<file path="src/rtl/uart_rx_deserializer.sv">
// UART receive deserializer.
//
// Sits downstream of the baud generator and uses its OVERSAMPLE x baud strobe
// (sample_ENABLE) to find start bits, sample each bit at mid-bit and assemble
// LSB-first frames. Every completed frame produces a one-clk pulse on exactly one
// of Rx_VALID, Rx_FERROR or Rx_PERROR.
//
// Optional feature: define UART_RX_PARITY_EN to expect an even-parity bit between
// the last data bit and the stop bit. Without it the frame is 8N1 and Rx_PERROR is
// tied low.
//
// Ports:
//   clk           system clock, rising edge
//   reset         synchronous, active-high reset
//   sample_ENABLE one-clk oversampling strobe (OVERSAMPLE per bit period)
//   Rx_EN         receiver enable; low returns the receiver to idle
//   RxD           asynchronous serial line, idle high
//   Rx_DATA       last received byte (held between frames)
//   Rx_VALID      one-clk pulse: good frame in Rx_DATA
//   Rx_FERROR     one-clk pulse: stop bit sampled low
//   Rx_PERROR     one-clk pulse: parity mismatch (parity builds only)

module uart_rx_deserializer #(
    parameter int unsigned DATA_BITS  = 8,
    parameter int unsigned OVERSAMPLE = 16
) (
    input  logic                 clk,
    input  logic                 reset,
    input  logic                 sample_ENABLE,
    input  logic                 Rx_EN,
    input  logic                 RxD,
    output logic [DATA_BITS-1:0] Rx_DATA,
    output logic                 Rx_VALID,
    output logic                 Rx_FERROR,
    output logic                 Rx_PERROR
);

    localparam logic [3:0] TickMid  = 4'(OVERSAMPLE / 2 - 1);
    localparam logic [3:0] TickLast = 4'(OVERSAMPLE - 1);
    localparam logic [2:0] BitLast  = 3'(DATA_BITS - 1);

    typedef enum logic [2:0] {
        StIdle,
        StStart,
        StData,
`ifdef UART_RX_PARITY_EN
        StParity,
`endif
        StStop
    } state_e;

    state_e                 state_q, state_d;
    logic                   rx_meta_q, rxs_q;
    logic [3:0]             tick_q, tick_d;
    logic [2:0]             bit_q, bit_d;
    logic [DATA_BITS-1:0]   shift_q, shift_d;
    logic [DATA_BITS-1:0]   data_q, data_d;
    logic                   valid_q, valid_d;
    logic                   ferror_q, ferror_d;
`ifdef UART_RX_PARITY_EN
    logic                   par_err_q, par_err_d;
    logic                   perror_q, perror_d;
`endif

    always_ff @(posedge clk) begin
        if (reset) begin
            state_q   <= StIdle;
            rx_meta_q <= 1'b1;
            rxs_q     <= 1'b1;
            tick_q    <= '0;
            bit_q     <= '0;
            shift_q   <= '0;
            data_q    <= '0;
            valid_q   <= 1'b0;
            ferror_q  <= 1'b0;
`ifdef UART_RX_PARITY_EN
            par_err_q <= 1'b0;
            perror_q  <= 1'b0;
`endif
        end else begin
            state_q   <= state_d;
            rx_meta_q <= RxD;
            rxs_q     <= rx_meta_q;
            tick_q    <= tick_d;
            bit_q     <= bit_d;
            shift_q   <= shift_d;
            data_q    <= data_d;
            valid_q   <= valid_d;
            ferror_q  <= ferror_d;
`ifdef UART_RX_PARITY_EN
            par_err_q <= par_err_d;
            perror_q  <= perror_d;
`endif
        end
    end

    always_comb begin
        state_d   = state_q;
        tick_d    = tick_q;
        bit_d     = bit_q;
        shift_d   = shift_q;
        data_d    = data_q;
        valid_d   = 1'b0;
        ferror_d  = 1'b0;
`ifdef UART_RX_PARITY_EN
        par_err_d = par_err_q;
        perror_d  = 1'b0;
`endif
        if (!Rx_EN) begin
            // Partial frame is dropped silently; Rx_DATA keeps its last value.
            state_d = StIdle;
            tick_d  = '0;
            bit_d   = '0;
        end else if (sample_ENABLE) begin
            unique case (state_q)
                StIdle: begin
                    if (!rxs_q) begin
                        state_d = StStart;
                        tick_d  = '0;
                    end
                end
                StStart: begin
                    if (tick_q == TickMid) begin
                        tick_d = '0;
                        // High at mid-start means the low level was a glitch.
                        if (rxs_q) begin
                            state_d = StIdle;
                        end else begin
                            state_d = StData;
                            bit_d   = '0;
`ifdef UART_RX_PARITY_EN
                            par_err_d = 1'b0;
`endif
                        end
                    end else begin
                        tick_d = tick_q + 4'd1;
                    end
                end
                StData: begin
                    if (tick_q == TickLast) begin
                        tick_d  = '0;
                        shift_d = {rxs_q, shift_q[DATA_BITS-1:1]};
                        if (bit_q == BitLast) begin
                            bit_d = '0;
`ifdef UART_RX_PARITY_EN
                            state_d = StParity;
`else
                            state_d = StStop;
`endif
                        end else begin
                            bit_d = bit_q + 3'd1;
                        end
                    end else begin
                        tick_d = tick_q + 4'd1;
                    end
                end
`ifdef UART_RX_PARITY_EN
                StParity: begin
                    if (tick_q == TickLast) begin
                        tick_d    = '0;
                        // Even parity: data bits plus parity bit must XOR to zero.
                        par_err_d = ^{shift_q, rxs_q};
                        state_d   = StStop;
                    end else begin
                        tick_d = tick_q + 4'd1;
                    end
                end
`endif
                StStop: begin
                    if (tick_q == TickLast) begin
                        tick_d  = '0;
                        data_d  = shift_q;
                        // Back to idle right at mid-stop so a following start bit
                        // half a bit later is not missed.
                        state_d = StIdle;
                        if (!rxs_q) begin
                            ferror_d = 1'b1;
`ifdef UART_RX_PARITY_EN
                        end else if (par_err_q) begin
                            perror_d = 1'b1;
`endif
                        end else begin
                            valid_d = 1'b1;
                        end
                    end else begin
                        tick_d = tick_q + 4'd1;
                    end
                end
                default: begin
                    state_d = StIdle;
                    tick_d  = '0;
                    bit_d   = '0;
                end
            endcase
        end
    end

    assign Rx_DATA   = data_q;
    assign Rx_VALID  = valid_q;
    assign Rx_FERROR = ferror_q;
`ifdef UART_RX_PARITY_EN
    assign Rx_PERROR = perror_q;
`else
    assign Rx_PERROR = 1'b0;
`endif

endmodule
</file>
<file path="config.mk">
export PLATFORM = sky130hd
export DESIGN_NAME = uart_rx_deserializer
export DESIGN_NICKNAME = d
export VERILOG_FILES = /design/src/rtl/uart_rx_deserializer.sv
export SDC_FILE = /design/constraint.sdc
export NUM_CORES = 1
export LEC_CHECK = 0
export BUFFER_PORTS_ARGS = -buffer_cell sky130_fd_sc_hd__buf_2
export CAP_MARGIN = 30
export CORE_MARGIN = 1.5
export CORE_UTILIZATION = 40
export CTS_BUF_LIST = sky130_fd_sc_hd__clkbuf_16
export DETAILED_ROUTE_END_ITERATION = 10
export GPL_TIMING_DRIVEN = 0
export PLACE_DENSITY_LB_ADDON = 0.12
export SLEW_MARGIN = 0
export SYNTH_ARGS = -nofsm -noshare
export SYNTH_HDL_FRONTEND = slang
export SYNTH_SLANG_ARGS = --single-unit
</file>
<file path="constraint.sdc">
create_clock -name clk -period 3.48 [get_ports clk]
set_clock_uncertainty 0.2 [all_clocks]
set_input_delay 0.696 -clock clk [delete_from_list [all_inputs] [get_ports clk]]
set_output_delay 0.696 -clock clk [all_outputs]
set_load 0.01 [all_outputs]
</file>
==> flow_metrics.env, run 1 <==
export IMPL_hold_start="rx_meta_q$_SDFF_PP1_"
export IMPL_whs_endpoint="rxs_q$_SDFF_PP1_"
export IMPL_synthArstFlopShare=0
export IMPL_cp_arrival_ps=2150
export IMPL_synth_area_top_cells="dfxtp_1 (44%), mux2i_1 (13%), ha_1 (7.6%), nor2_1 (6.3%), nand3_1 (2.3%)"
export IMPL_wl_per_cell_um=12.6
export IMPL_vias=981
export IMPL_wl_um=2500
export IMPL_slew_violations=0
export IMPL_die_area_mm2=0.00364
export IMPL_wl_met1_um=1120
export IMPL_n_antenna_cell=0
export IMPL_drt_iter0_markers=106
export IMPL_ctsResizeCount=0
export IMPL_place_inst=190
export IMPL_setup_viol=0
export IMPL_power_total_uw=824
export IMPL_synth_top_area_frac=0.441
export IMPL_hold_path_class="flip-flop to flip-flop"
export IMPL_antenna_found_initial=0
export IMPL_yosys_most_used_dff="dfxtp_1"
export IMPL_whs_path_depth=1
export IMPL_postRouteAntennaNets=0
export IMPL_start_util=0.427
export IMPL_rsz0062_at_grt="false"
export IMPL_ctsHoldBuffers=0
export IMPL_clockRootBuffer="clkbuf_16"
export IMPL_grt_util_all_layers=0.174
export IMPL_r2r_slack_ps=1320
export IMPL_die_x_um=60.3
export IMPL_critPathRequiredTime_ps=3480
export IMPL_area_delta_synth_final_pct=21.9
export IMPL_rows=20
export IMPL_cts_clk_slew_worst_paths_ps=50
export IMPL_post_drt_via_cell_ratio=4.95
export IMPL_place_port_buffers=14
export IMPL_min_period_ps=2160
export IMPL_power_density_mw_per_mm2=514
export IMPL_layout_setup_ws_ps=1320
export IMPL_max_freq_ghz=0.464
export IMPL_netlist_instances=132
export IMPL_die_h_um=60.3
export IMPL_grt_pass1_wl_um=4440
export IMPL_cp_start_kind="flip-flop"
export IMPL_grt_max_degree=11
export IMPL_critical_path_endpoint_type="flip-flop"
export IMPL_preCtsSetupSlack_ps=1340
export IMPL_cts_tree="done"
export IMPL_yosysMostFrequentCell="dfxtp_1"
export IMPL_drive_gt1_frac=0.221
export IMPL_route_detailed_drc=0
export IMPL_synthTopCellsByCount="dfxtp_1 (29), nor2_1 (22), mux2i_1 (17)"
export IMPL_cts_made_buffers=5
export IMPL_route_met3_wl_um=106
export IMPL_r2r_cells=6
export IMPL_dpl_hpwl_um=1780
export IMPL_postLayoutCoreUtil=0.521
export IMPL_clockBufferDepth=2
export IMPL_syn_area_per_cell_um2=9.96
export IMPL_ctsHtreeMaxLevel=2
export IMPL_design_area_mm2=0.00160
export IMPL_placed_area_mm2=0.00144
export IMPL_globalplace_congestion=0.723
export IMPL_synthesis_nets=145
export IMPL_drv_cap=0
export IMPL_post_cts_buffers=0
export IMPL_finalHoldViolCount=0
export IMPL_insertion_delay_ps=270
export IMPL_cp_max_fo=7
export IMPL_yosysWarningCount=0
export IMPL_grt_pass1_vias=930
export IMPL_met2WireLength_um=1210
export IMPL_layout_nets=166
export IMPL_syn_area_mm2=0.00132
export IMPL_r2r_end="state_q[0]$_SDFFE_PP0P_"
export IMPL_r2r_start="state_q[0]$_SDFFE_PP0P_"
export IMPL_fin_crit_sh=0.620
export IMPL_setup_tns_ps=0
export IMPL_io_pins=16
export IMPL_synth_edff_count=0
export IMPL_seq_area_frac_synth=0.441
export IMPL_clock_sinks=29
export IMPL_overflow=0
export IMPL_status="finished, final reports clean"
export IMPL_first_pass_iters=4
export IMPL_core_area_mm2=0.00308
export IMPL_synth_distinct_cells=39
export IMPL_critical_path_class="flip-flop to flip-flop"
export IMPL_vdd_drop_max_v=0.000325
export IMPL_final_cells=198
export IMPL_synth_largest_area_cell="dfxtp_1"
export IMPL_ys_ff_latch=29
export IMPL_dr_max_layer_used="met4"
export IMPL_timing_hold_ws_ps=213
export IMPL_p_leak_nw=0.763
-- flip-flops by register name, summed over array words and instances, names as in the netlist --
signal	cells
state_q	2
bit_q	3
rxs_q	1
Rx_VALID	1
Rx_FERROR	1
shift_q	8
Rx_DATA	8
rx_meta_q	1
tick_q	4
-- placed cells by master (no fill, tap or decap), types with 3 or more instances in the layout --
master / instances
ha_1: 8
buf_2: 15
clkbuf_1: 3
dfxtp_1: 29
nand2_1: 3
nor2_1: 22
nand3_1: 6
clkbuf_16: 5
a21oi_1: 4
inv_1: 5
mux2i_1: 17
nor3_1: 4
-- critical path, stage by stage, from the launching register on --
cell and delay, ps:
dfxtp_1 380, inv_1 120, ha_1 340, nor3_4 280, a211oi_2 100, or3b_1 420, a211oi_2 220
-- area by class of cell --
class,count,area [µm²]
Multi-Input combinational cell,94,696
Sequential cell,29,581
Inverter,4,15.0
Timing Repair Buffer,14,70.1
Clock buffer,5,125
Clock inverter,3,37.5
Fill cell,299,1480
Tap cell,44,55.1
Buffer,5,23.8
-- metal layers --
layer / vias up / GRT usage
li1: 505 / -
met1: 456 / 0.211
met2: 15 / 0.264
met3: 5 / 0.0725
met4: 0 / 0.0952
met5: - / 0
-- cells by family (layout without fill, tap and decap cells) --
logic type | Yosys count | after routing | synth area share
buffers and inverters | 9 | 31 | 0.0295
DFF | 29 | 29 | 0.441
and+or+nand+nor | 54 | 54 | 0.234
adders and majority gates | 8 | 8 | 0.0761
muxes | 17 | 17 | 0.129
other | 1 | 1 | 0.00285
AOI/OAI and AO/OA | 14 | 14 | 0.0866
-- report_power, final --
group	switching, mW	leakage, nW	internal [mW]
clock network	0.139	0.0826	0.331
registers	0.00123	0.234	0.334
logic	0.0118	0.446	0.00672
total	0.152	0.763	0.672
-- worst max path at each step --
stage                            startpoint                      end  slack (ps)  depth (start not counted)
floorplan           state_q[0]$_SDFFE_PP0P_  state_q[0]$_SDFFE_PP0P_        1550                          6
CTS                 state_q[0]$_SDFFE_PP0P_  state_q[0]$_SDFFE_PP0P_        1310                          6
global placement    state_q[0]$_SDFFE_PP0P_  state_q[0]$_SDFFE_PP0P_        1400                          6
global route        state_q[0]$_SDFFE_PP0P_  state_q[0]$_SDFFE_PP0P_        1170                          6
detailed placement  state_q[0]$_SDFFE_PP0P_  state_q[0]$_SDFFE_PP0P_        1340                          6
finish              state_q[0]$_SDFFE_PP0P_  state_q[0]$_SDFFE_PP0P_        1320                          6
No activity file was read; power rests on OpenSTA's default activity.
==> inputs of run 2 (changes only) <==
clock period = 2.1 ns   (was 3.48 ns; I/O delays follow)
==> flow_metrics.env, run 2 (synthesis gave the netlist of run 1 again) <==
export IMPL_cts_clk_slew_worst_paths_ps=50
export IMPL_clock_sinks=29
export IMPL_route_detailed_drc=0
export IMPL_overflow=0
export IMPL_grt_busiest_layer="met2"
export IMPL_clockRootBuffer="clkbuf_16"
export IMPL_start_util=0.427
export IMPL_crit_chain="inv_1, ha_2, and4b_1, a211oi_4, or3b_1, a211oi_2"
export IMPL_use_met3=0.0725
export IMPL_p_leak_nw=0.766
export IMPL_cts_made_buffers=5
export IMPL_die_h_um=60.3
export IMPL_n_antenna_cell=0
export IMPL_most_common_layout_cells="dfxtp_1 (28), nor2_1 (22), mux2i_1 (17), buf_2 (15)"
export IMPL_critPathRequiredTime_ps=2100
export IMPL_post_cts_buffers=0
export IMPL_die_x_um=60.3
export IMPL_rows=20
export IMPL_grt_pass1_wl_um=4440
export IMPL_cp_max_fo=5
export IMPL_final_cells=198
export IMPL_wl_per_cell_um=13.0
export IMPL_layout_nets=166
export IMPL_power_total_mw=1.37
export IMPL_min_period_ps=1990
export IMPL_postRouteAntennaNets=0
export IMPL_area_sequential_um2=582
export IMPL_cts_tree="done"
export IMPL_ctsHoldBuffers=0
export IMPL_fin_crit_sh=0.947
export IMPL_core_area_mm2=0.00308
export IMPL_rsz0062_at_grt="false"
export IMPL_first_pass_iters=4
export IMPL_hold_path_class="primary input to flip-flop"
export IMPL_insertion_delay_ps=270
export IMPL_drt_iter0_markers=70
export IMPL_place_inst=190
export IMPL_place_port_buffers=14
export IMPL_final_common_cell="dfxtp_1"
export IMPL_layout_setup_ws_ps=112
export IMPL_globalplace_congestion=0.723
export IMPL_drive_gt1_frac=0.247
export IMPL_antenna_found_initial=0
export IMPL_critical_path_top_delay_family="simple AND/OR/NAND/NOR gates"
export IMPL_r2r_slack_ps=110
export IMPL_cp_slowest_cell="or3b_1"
export IMPL_area_delta_synth_final_pct=24.2
export IMPL_setup_viol=0
export IMPL_clockBufferDepth=2
export IMPL_status="finished, final reports clean"
export IMPL_preCtsSetupSlack_ps=-38.8
export IMPL_cp_start_kind="flip-flop"
export IMPL_finalHoldViolCount=0
export IMPL_vias=994
export IMPL_die_area_mm2=0.00364
export IMPL_critical_path_class="flip-flop to flip-flop"
export IMPL_power_density_mw_per_mm2=838
export IMPL_ctsHtreeMaxLevel=2
export IMPL_multi_input_area_um2=724
export IMPL_dpl_hpwl_um=1780
export IMPL_grt_pass1_vias=930
export IMPL_vdd_drop_max_v=0.000539
export IMPL_max_freq_ghz=0.503
export IMPL_grt_max_degree=11
export IMPL_post_drt_via_cell_ratio=5.02
export IMPL_timing_hold_ws_ps=126
export IMPL_grt_util_met2=0.264
export IMPL_fillers=296
export IMPL_grt_util_all_layers=0.174
export IMPL_grtUsageMet1=0.211
export IMPL_cp_buffers_inverters=1
export IMPL_io_pins=16
export IMPL_cp_arrival_ps=1990
export IMPL_critPathMaxStageDelay_ps=410
export IMPL_critical_path_endpoint_type="flip-flop"
export IMPL_slew_violations=0
export IMPL_wl_um=2580
export IMPL_drv_cap=0
-- run 2: cell counts in the layout (fill, tap and decap cells not counted) --
No cell type changed its count.
-- run 2: final cells by class --
type                       count  share of cell area
multi-input combinational     94               0.444
sequential                    29               0.356
clock buffer                   5              0.0766
timing repair buffer          14              0.0429
tap                           44              0.0337
clock inverter                 3              0.0230
buffer                         5              0.0146
inverter                       4             0.00920
-- run 2: worst paths after layout --
| kind | cells past startpoint | start | to |
|---|---|---|---|
| setup / recovery | 6 | state_q[1]$_SDFFE_PP0P_ | state_q[0]$_SDFFE_PP0P_ |
| setup reg to reg | 6 | state_q[1]$_SDFFE_PP0P_ | state_q[0]$_SDFFE_PP0P_ |
| hold reg to reg | 1 | rx_meta_q$_SDFF_PP1_ | rxs_q$_SDFF_PP1_ |
| hold / removal | 2 | RxD | rx_meta_q$_SDFF_PP1_ |
-- run 2: report_power, final --
| group | switching, mW | internal, mW |
|---|---|---|
| Clock | 0.232 | 0.549 |
| Sequential | 0.00216 | 0.554 |
| Combinational | 0.0204 | 0.0117 |
-- run 2: per-layer routing --
metal	vias up	routed length [µm]	part of all wire
li1	508	-	-
met1	465	1170	0.45
met2	15	1240	0.48
met3	6	100	0.039
met4	0	65	0.025
met5	-	0	0
-- run 2: timing repair --
action,CTS,global route
endpoints found under the setup margin,1,3
pin swaps,0,1
gates resized for setup,1,6
-- run 2: worst reg2reg max path, stage by stage, from the launching register on --
cell and delay, ps:
dfxtp_2 360, inv_1 100, ha_2 230, and4b_1 310, a211oi_4 80, or3b_1 410
a211oi_2 220
-- run 2: through the flow --
step	setup TNS, ps	util	cell area [µm²]
global placement	0	0.468	1440
CTS	0	0.522	1610
detailed placement	-38.8	0.468	1440
floorplan	0	-	1320
finish	0	0.530	1630
global route	0	0.530	1630
==> inputs of run 3 (changes only) <==
PLACE_DENSITY = 0.56   (was not set)
PLACE_DENSITY_LB_ADDON = not set   (was 0.12)
==> flow_metrics.env, run 3 (synthesis gave the netlist of run 1 again) <==
export IMPL_wl_per_cell_um=12.9
export IMPL_min_period_ps=1980
export IMPL_wl_um=2560
export IMPL_hold_path_class="primary input to flip-flop"
export IMPL_die_x_um=60.3
export IMPL_cts_clk_slew_worst_paths_ps=50
export IMPL_design_area_mm2=0.00164
export IMPL_grt_pass1_wl_um=4260
export IMPL_dpl_hpwl_um=1810
export IMPL_power_total_mw=1.38
export IMPL_first_pass_iters=2
export IMPL_status="finished, final reports clean"
export IMPL_ctsHtreeMaxLevel=2
export IMPL_clockRootBuffer="clkbuf_16"
export IMPL_grt_util_all_layers=0.159
export IMPL_slew_violations=0
export IMPL_route_detailed_drc=0
export IMPL_globalplace_congestion=0.720
export IMPL_critPathRequiredTime_ps=2090
export IMPL_insertion_delay_ps=270
export IMPL_rows=20
export IMPL_io_pins=16
export IMPL_die_area_mm2=0.00364
export IMPL_rsz0062_at_grt="false"
export IMPL_power_density_mw_per_mm2=845
export IMPL_final_common_cell="dfxtp_1"
export IMPL_start_util=0.427
export IMPL_overflow=0
export IMPL_vdd_drop_max_v=0.000642
export IMPL_fillers=297
export IMPL_setup_viol=0
export IMPL_post_cts_buffers=0
export IMPL_drv_cap=0
export IMPL_cts_made_buffers=5
export IMPL_critical_path_endpoint_type="flip-flop"
export IMPL_clock_sinks=29
export IMPL_max_freq_ghz=0.505
export IMPL_r2r_slack_ps=120
export IMPL_drt_iter0_markers=14
export IMPL_grt_max_degree=11
export IMPL_die_h_um=60.3
export IMPL_cts_tree="done"
export IMPL_finalHoldViolCount=0
export IMPL_ctsHoldBuffers=0
export IMPL_clockBufferDepth=2
export IMPL_post_drt_via_cell_ratio=5.01
export IMPL_cp_start_kind="flip-flop"
export IMPL_grt_pass1_vias=940
export IMPL_fin_crit_sh=0.943
export IMPL_cp_arrival_ps=1970
export IMPL_cp_max_fo=7
export IMPL_place_port_buffers=14
export IMPL_core_area_mm2=0.00308
export IMPL_drive_gt1_frac=0.247
export IMPL_most_common_layout_cells="dfxtp_1 (28), nor2_1 (22), mux2i_1 (17), buf_2 (15)"
export IMPL_antenna_found_initial=0
export IMPL_layout_nets=166
export IMPL_critical_path_class="flip-flop to flip-flop"
export IMPL_postRouteAntennaNets=0
export IMPL_placed_area_mm2=0.00144
export IMPL_p_leak_nw=0.761
export IMPL_vias=992
export IMPL_area_delta_synth_final_pct=24.5
export IMPL_n_antenna_cell=0
-- run 3: area by class of cell --
cell class | instances | area, µm² | share of cell area
multi-input cells | 94 | 724 | 0.443
flip-flops and latches | 29 | 582 | 0.356
clock buffers | 5 | 125 | 0.0765
repair buffers | 14 | 70.1 | 0.0428
well taps | 44 | 55.1 | 0.0336
clock inverters | 3 | 41.3 | 0.0252
plain buffers | 5 | 23.8 | 0.0145
inverters | 4 | 15.0 | 0.00917
-- run 3: critical path, stage by stage (launching register included) --
cell	delay, ps
dfxtp_1	390
inv_1	140
ha_1	250
a21bo_2	270
or3b_1	430
a211oi_2	220
-- run 3: power breakdown --
part	internal, mW	switching, mW
Combinational	0.0116	0.0203
Clock	0.554	0.243
Sequential	0.553	0.00225
Total	1.12	0.265
-- run 3: worst paths after layout --
| check | from | cells past startpoint | endpoint |
|---|---|---|---|
| worst min-delay path | RxD | 2 | rx_meta_q$_SDFF_PP1_ |
| worst max register to register | state_q[0]$_SDFFE_PP0P_ | 5 | state_q[0]$_SDFFE_PP0P_ |
| worst min register to register | rx_meta_q$_SDFF_PP1_ | 1 | rxs_q$_SDFF_PP1_ |
| worst max-delay path | state_q[0]$_SDFFE_PP0P_ | 5 | state_q[0]$_SDFFE_PP0P_ |
-- run 3: repair_timing --
action                                 CTS  global route
endpoints found under the hold margin    0             0
setup endpoints to repair                1             2
gates resized for setup                  1             5
pin swaps                                0             1
cloned                                   0             0
-- run 3: per-stage QoR --
| stage | setup TNS [ps] | instances | hold slack, ps | util | setup slack (ps) |
|---|---|---|---|---|---|
| detailed placement | -19.5 | 190 | 200 | 0.468 | -19.5 |
| global placement | 0 | 190 | 192 | 0.468 | 7.79 |
| floorplan | 0 | 132 | 189 | - | 174 |
| CTS | 0 | 198 | 124 | 0.523 | 56.1 |
| finish | 0 | 198 | 126 | 0.532 | 121 |
| global route | 0 | 198 | 130 | 0.532 | 33.1 |
-- run 3: layer usage --
| layer | track usage | up-vias | share of wire |
|---|---|---|---|
| met3 | 0.0512 | 3 | 0.036 |
| met4 | 0.0476 | 0 | 0.0098 |
| met5 | 0 | - | 0 |
| li1 | - | 507 | - |
| met2 | 0.273 | 13 | 0.51 |
| met1 | 0.190 | 469 | 0.44 |
